**config.mk**
```make
export PLATFORM = sky130hd
export DESIGN_NAME = load_store_unit
export DESIGN_NICKNAME = d
export VERILOG_FILES = /design/src/rtl/load_store_unit.sv
export SDC_FILE = /design/constraint.sdc
export NUM_CORES = 1
export LEC_CHECK = 0
export ABC_AREA = 0
export BUFFER_PORTS_ARGS = -buffer_cell sky130_fd_sc_hd__buf_2
export CAP_MARGIN = 20
export CORE_ASPECT_RATIO = 0.6
export CORE_MARGIN = 1
export CORE_UTILIZATION = 40
export CTS_BUF_LIST = sky130_fd_sc_hd__clkbuf_8 sky130_fd_sc_hd__clkbuf_16
export CTS_CLUSTER_SIZE = 24
export DETAILED_ROUTE_END_ITERATION = 10
export GPL_TIMING_DRIVEN = 0
export PLACE_DENSITY = 0.67
export REMOVE_ABC_BUFFERS = 1
export SLEW_MARGIN = 5
export SYNTH_ARGS = -nofsm -noshare
export SYNTH_HDL_FRONTEND = slang
export SYNTH_SLANG_ARGS = --single-unit
export TNS_END_PERCENT = 50
```
**constraint.sdc**
```tcl
create_clock -name clk -period 3.5 [get_ports clk]
set_clock_uncertainty 0.2 [all_clocks]
set_input_delay 0.875 -clock clk [delete_from_list [all_inputs] [get_ports clk]]
set_output_delay 0.875 -clock clk [all_outputs]
set_load 0.01 [all_outputs]
```
**src/rtl/load_store_unit.sv**
```systemverilog
// Load/store unit: maps CPU byte/half/word requests onto a word-wide data memory
// with a one-cycle registered read. Optional bounds check via LSU_BOUNDS_CHECK_EN.
module load_store_unit #(
  parameter int unsigned addresswidth = 32,
  parameter int unsigned depth        = 2**14
) (
  input  logic                    clk,
  input  logic                    reset,
  input  logic                    req_valid,
  output logic                    req_ready,
  input  logic                    req_write,
  input  logic [1:0]              req_size,
  input  logic                    req_signed,
  input  logic [addresswidth-1:0] req_addr,
  input  logic [31:0]             req_wdata,
  output logic                    resp_valid,
  output logic [31:0]             resp_data,
  output logic                    resp_err,
  output logic [addresswidth-1:0] mem_address,
  output logic                    mem_read_en,
  output logic                    mem_write_en,
  output logic [31:0]             mem_data_in,
  input  logic [31:0]             mem_data_out
);

  localparam int unsigned DW = 32;

  typedef enum logic [2:0] {IDLE, RD_ISSUE, RD_WAIT, WR_ISSUE, RESP} state_t;

  state_t                  state, state_next;
  logic [1:0]              size_q;
  logic [1:0]              lane_q;
  logic                    signed_q;
  logic                    write_q;
  logic [DW-1:0]           wdata_q;
  logic                    accept_c;
  logic                    err_c;
  logic                    oob_c;
  logic [addresswidth-1:0] word_addr_c;
  logic [7:0]              byte_c;
  logic [15:0]             half_c;
  logic [DW-1:0]           load_c;
  logic [DW-1:0]           merge_c;

  if (depth == 0) begin : g_depth_chk
    $error("load_store_unit: depth must be nonzero");
  end

  assign req_ready   = (state == IDLE) && !reset;
  assign accept_c    = req_valid && req_ready;
  assign word_addr_c = {2'b00, req_addr[addresswidth-1:2]};

`ifdef LSU_BOUNDS_CHECK_EN
  assign oob_c = (word_addr_c >= addresswidth'(depth));
`else
  assign oob_c = 1'b0;
`endif

  // Misaligned, reserved-size and out-of-range requests never touch memory.
  assign err_c = (req_size == 2'b11)
              || ((req_size == 2'b01) && req_addr[0])
              || ((req_size == 2'b10) && (req_addr[1:0] != 2'b00))
              || oob_c;

  always_ff @(posedge clk) begin
    if (reset) state <= IDLE;
    else       state <= state_next;
  end

  // Strobes are decoded from state and gated by reset so a reset abandons any access.
  always_comb begin
    state_next   = state;
    mem_read_en  = 1'b0;
    mem_write_en = 1'b0;
    case (state)
      IDLE: begin
        if (accept_c) begin
          if (err_c)                               state_next = RESP;
          else if (req_write && req_size == 2'b10) state_next = WR_ISSUE;
          else                                     state_next = RD_ISSUE;
        end
      end
      RD_ISSUE: begin
        mem_read_en = !reset;
        state_next  = RD_WAIT;
      end
      RD_WAIT:  state_next = write_q ? WR_ISSUE : RESP;
      WR_ISSUE: begin
        mem_write_en = !reset;
        state_next   = RESP;
      end
      RESP:     state_next = IDLE;
      default:  state_next = IDLE;
    endcase
  end

  // Lane extraction for loads and lane merge for sub-word stores.
  always_comb begin
    byte_c  = mem_data_out[{lane_q, 3'b000} +: 8];
    half_c  = mem_data_out[{lane_q[1], 4'b0000} +: 16];
    load_c  = mem_data_out;
    merge_c = mem_data_out;
    case (size_q)
      2'b00: begin
        load_c = signed_q ? {{24{byte_c[7]}}, byte_c} : {24'b0, byte_c};
        merge_c[{lane_q, 3'b000} +: 8] = wdata_q[7:0];
      end
      2'b01: begin
        load_c = signed_q ? {{16{half_c[15]}}, half_c} : {16'b0, half_c};
        merge_c[{lane_q[1], 4'b0000} +: 16] = wdata_q[15:0];
      end
      default: ;
    endcase
  end

  always_ff @(posedge clk) begin
    if (reset) begin
      resp_valid  <= 1'b0;
      resp_err    <= 1'b0;
      resp_data   <= '0;
      mem_address <= '0;
      mem_data_in <= '0;
      size_q      <= 2'b00;
      lane_q      <= 2'b00;
      signed_q    <= 1'b0;
      write_q     <= 1'b0;
      wdata_q     <= '0;
    end else begin
      resp_valid  <= (state_next == RESP);
      mem_data_in <= '0;
      if (accept_c) begin
        size_q    <= req_size;
        lane_q    <= req_addr[1:0];
        signed_q  <= req_signed;
        write_q   <= req_write;
        wdata_q   <= req_wdata;
        resp_err  <= err_c;
        resp_data <= '0;
        if (!err_c) mem_address <= word_addr_c;
        if (state_next == WR_ISSUE) mem_data_in <= req_wdata;
      end
      if (state == RD_WAIT) begin
        if (write_q) mem_data_in <= merge_c;
        else         resp_data   <= load_c;
      end
    end
  end

endmodule

```
==> impl_metrics.ini <==
[drt]
drtPass1Iterations = 8
routed-via-count = 5486
wl_per_cell_um = 19.0
drt-initial-drc-count = 515
drc = 11
wl_um = 18500
antenna_left = 0
viasPerCell = 5.65

[die]
placementRows = 32
core_area_um2 = 13100
die_w_um = 153
pin_count = 204
die_area_um2 = 14100
start_util_pct = 41.7
die_h_um = 92.3

[sta]
fin_hold_ws_ns = 0.261
slew_violations = 0
period_share_pct = 94.9
slew_headroom_pct = 30.7
setup_viol = 0
hold_violations = 0
min_period_ns = 3.32
tightest_slew_ns = 1.04
grt_setup_unrepaired = no
setup_tns_ns = 0
fmax_mhz = 301

[placement]
gp_congestion = 0.875
numPortBuffers = 201
dp_hpwl_um = 13200

[yosys]
yosys.area.top_type = dfxtp_1
synthCells = 609
ys_seq_area_share_pct = 44.5
yosys-top-cells-area = dfxtp_1, nand2_1, mux2i_1
synth_area_per_cell_um2 = 8.93
synth_flop_cell = dfxtp_1
synth_cell_type_count = 53
synth_seq_cells = 121
async_flop_share_pct = 0
synth_edf_count = 0
yosys_warnings = 0
synthesis.area_um2 = 5440
synth_top_area_share_pct = 44.5

[final_layout]
antenna_cells = 0
syn_to_final_growth_pct = 30.3
fin_nets = 896
fillCellCount = 1262
layout-drive-gt1-share_pct = 32.0

[critical_path]
r2r_cells = 5
r2r-start = size_q[0]$_SDFFE_PP0N_
r2r_slack_ns = 0.26
endpoint_kind = output port
arrival_ns = 2.25
r2r-end = mem_data_in[14]$_SDFF_PP0_
required_ns = 2.42
worstSetupPathType = input port to output port
crit_fanout = 84
worstSetupStartpointType = input port

[clocking]
postCtsSetupBuffers = 0
holdBufCountCts = 0
cts_tree = done
clk_path_buf_depth = 2
numCtsBuffers = 17
insertion_delay_ns = 0.42
root_buffer = clkbuf_16
cts_sinks = 121
cts.htree.levels = 4
clkTransAtPathRegs_ns = 0.06
post_cts_resized = 0

[global_routing]
grt_max_degree = 85
grt_pass1_wl_um = 27700
grt_pass1_vias = 4976
grt_usage_pct = 25.8
antenna_found_initial = 0
gr-total-overflow = 0

[outcome]
violations = design-rule violations
status = complete, but fails checks

[hold_path]
worstHoldPathCells = 2
min_from = resp_err$_SDFFE_PP0N_
hp-class = flop to flop
hold_end = resp_err$_SDFFE_PP0N_

[power_and_ir_drop]
power_w = 0.00353
vdd.ir_drop.worst_mv = 0.260
powerDensity_nw_per_um2 = 499
power.leakage_nw = 3.22

[flow_run]
cap_violations = 0
-- registers in the layout, summed over array words and instances (netlist names) --
name         count
size_q           2
resp_err         1
lane_q           2
resp_data       32
resp_valid       1
write_q          1
signed_q         1
wdata_q         16
mem_data_in     32
mem_address     30
state            3
-- cell type report --
cell class	count	area, um^2	share of cell area, %
clock buffer	18	439	6.20
clock inverter	14	125	1.77
inverter	13	48.8	0.689
multi-input combinational	426	2740	38.6
sequential	121	2420	34.2
tap	170	213	3.00
timing repair buffer	209	1100	15.5
-- critical path: stages --
cell and delay [ns]:
buf_4 0.68, or2_1 0.39, nor2_1 0.09, buf_2 0.15
-- placed cells by master, fill, tap and decap left out, types with 3 or more instances in the layout --
| cell | netlist | routed |
|---|---|---|
| a211o_1 | 6 | 6 |
| a21oi_1 | 39 | 39 |
| a221o_1 | 7 | 7 |
| a221oi_1 | 35 | 35 |
| a22oi_1 | 17 | 17 |
| a32o_1 | 14 | 14 |
| and2_1 | 9 | 9 |
| and3b_1 | 6 | 6 |
| buf_2 | 18 | 200 |
| buf_4 | 2 | 5 |
| buf_8 | 0 | 4 |
| clkbuf_16 | 0 | 17 |
| clkinv_4 | 0 | 3 |
| clkinvlp_4 | 0 | 5 |
| dfxtp_1 | 121 | 120 |
| ha_1 | 5 | 5 |
| inv_1 | 13 | 14 |
| mux2_2 | 4 | 4 |
| mux2i_1 | 33 | 33 |
| nand2_1 | 120 | 119 |
| nand2b_1 | 3 | 3 |
| nand3_1 | 6 | 6 |
| nor2_1 | 36 | 36 |
| nor2b_1 | 5 | 4 |
| o211ai_1 | 9 | 9 |
| o21ai_0 | 15 | 15 |
| o221ai_1 | 8 | 8 |
| o2bb2ai_1 | 6 | 6 |
| o31ai_1 | 5 | 5 |
| or3_1 | 5 | 5 |
-- cells by family after synthesis --
| family | share of synthesized area (%) |
|---|---|
| buffers and inverters | 5.32 |
| AOI/OAI and AO/OA | 24.2 |
| muxes | 6.90 |
| other | 0.0690 |
| DFF | 44.5 |
| and+or+nand+nor | 17.8 |
| adders and majority gates | 1.15 |
-- worst max path at each step --
stage,from,endpoint,slack [ns]
3_3_place_gp,reset,state[1]$_SDFF_PP0_,-1.10
2_1_floorplan,req_size[0],mem_address[0]$_SDFFE_PP0P_,-0.29
6_report,reset,mem_read_en,0.18
3_5_place_dp,reset,mem_data_in[7]$_SDFF_PP0_,0.03
5_1_grt,reset,mem_read_en,0.08
4_1_cts,reset,mem_read_en,0.22
-- power breakdown --
part | switching, W | total, W | internal (W)
sequential | 0.0000552 | 0.00147 | 0.00142
combinational | 0.000235 | 0.000395 | 0.000160
clock | 0.000672 | 0.00167 | 0.000995
-- metal layers --
metal	vias up	wire length (um)	GRT usage, %
met3	22	1790	6.46
met4	0	257	7.83
met1	2602	8800	38.2
li1	2588	-	-
met5	-	0	0
met2	274	7640	36.3
-- per-stage QoR --
step,area [um^2],setup WS [ns],instances,util [%]
6_report,7080,0.180,971,54.3
3_3_place_gp,6420,-1.10,931,49.2
5_1_grt,7080,0.0847,971,54.3
2_1_floorplan,5200,-0.288,560,-
4_1_cts,7050,0.216,969,54.0
3_5_place_dp,6490,0.0307,937,49.7
-- synthesized netlist by cell type, types with 6 or more instances --
cell type / number
and2_1: 9
clkbuf_1: 26
nand2_1: 120
o221ai_1: 8
buf_2: 18
a22oi_1: 17
a211o_1: 6
mux2i_1: 33
and3b_1: 6
a221oi_1: 35
dfxtp_1: 121
o21ai_0: 15
nand3_1: 6
o211ai_1: 9
inv_1: 13
o2bb2ai_1: 6
nor2_1: 36
a32o_1: 14
a21oi_1: 39
a221o_1: 7
(Power assumes the default switching activity.)
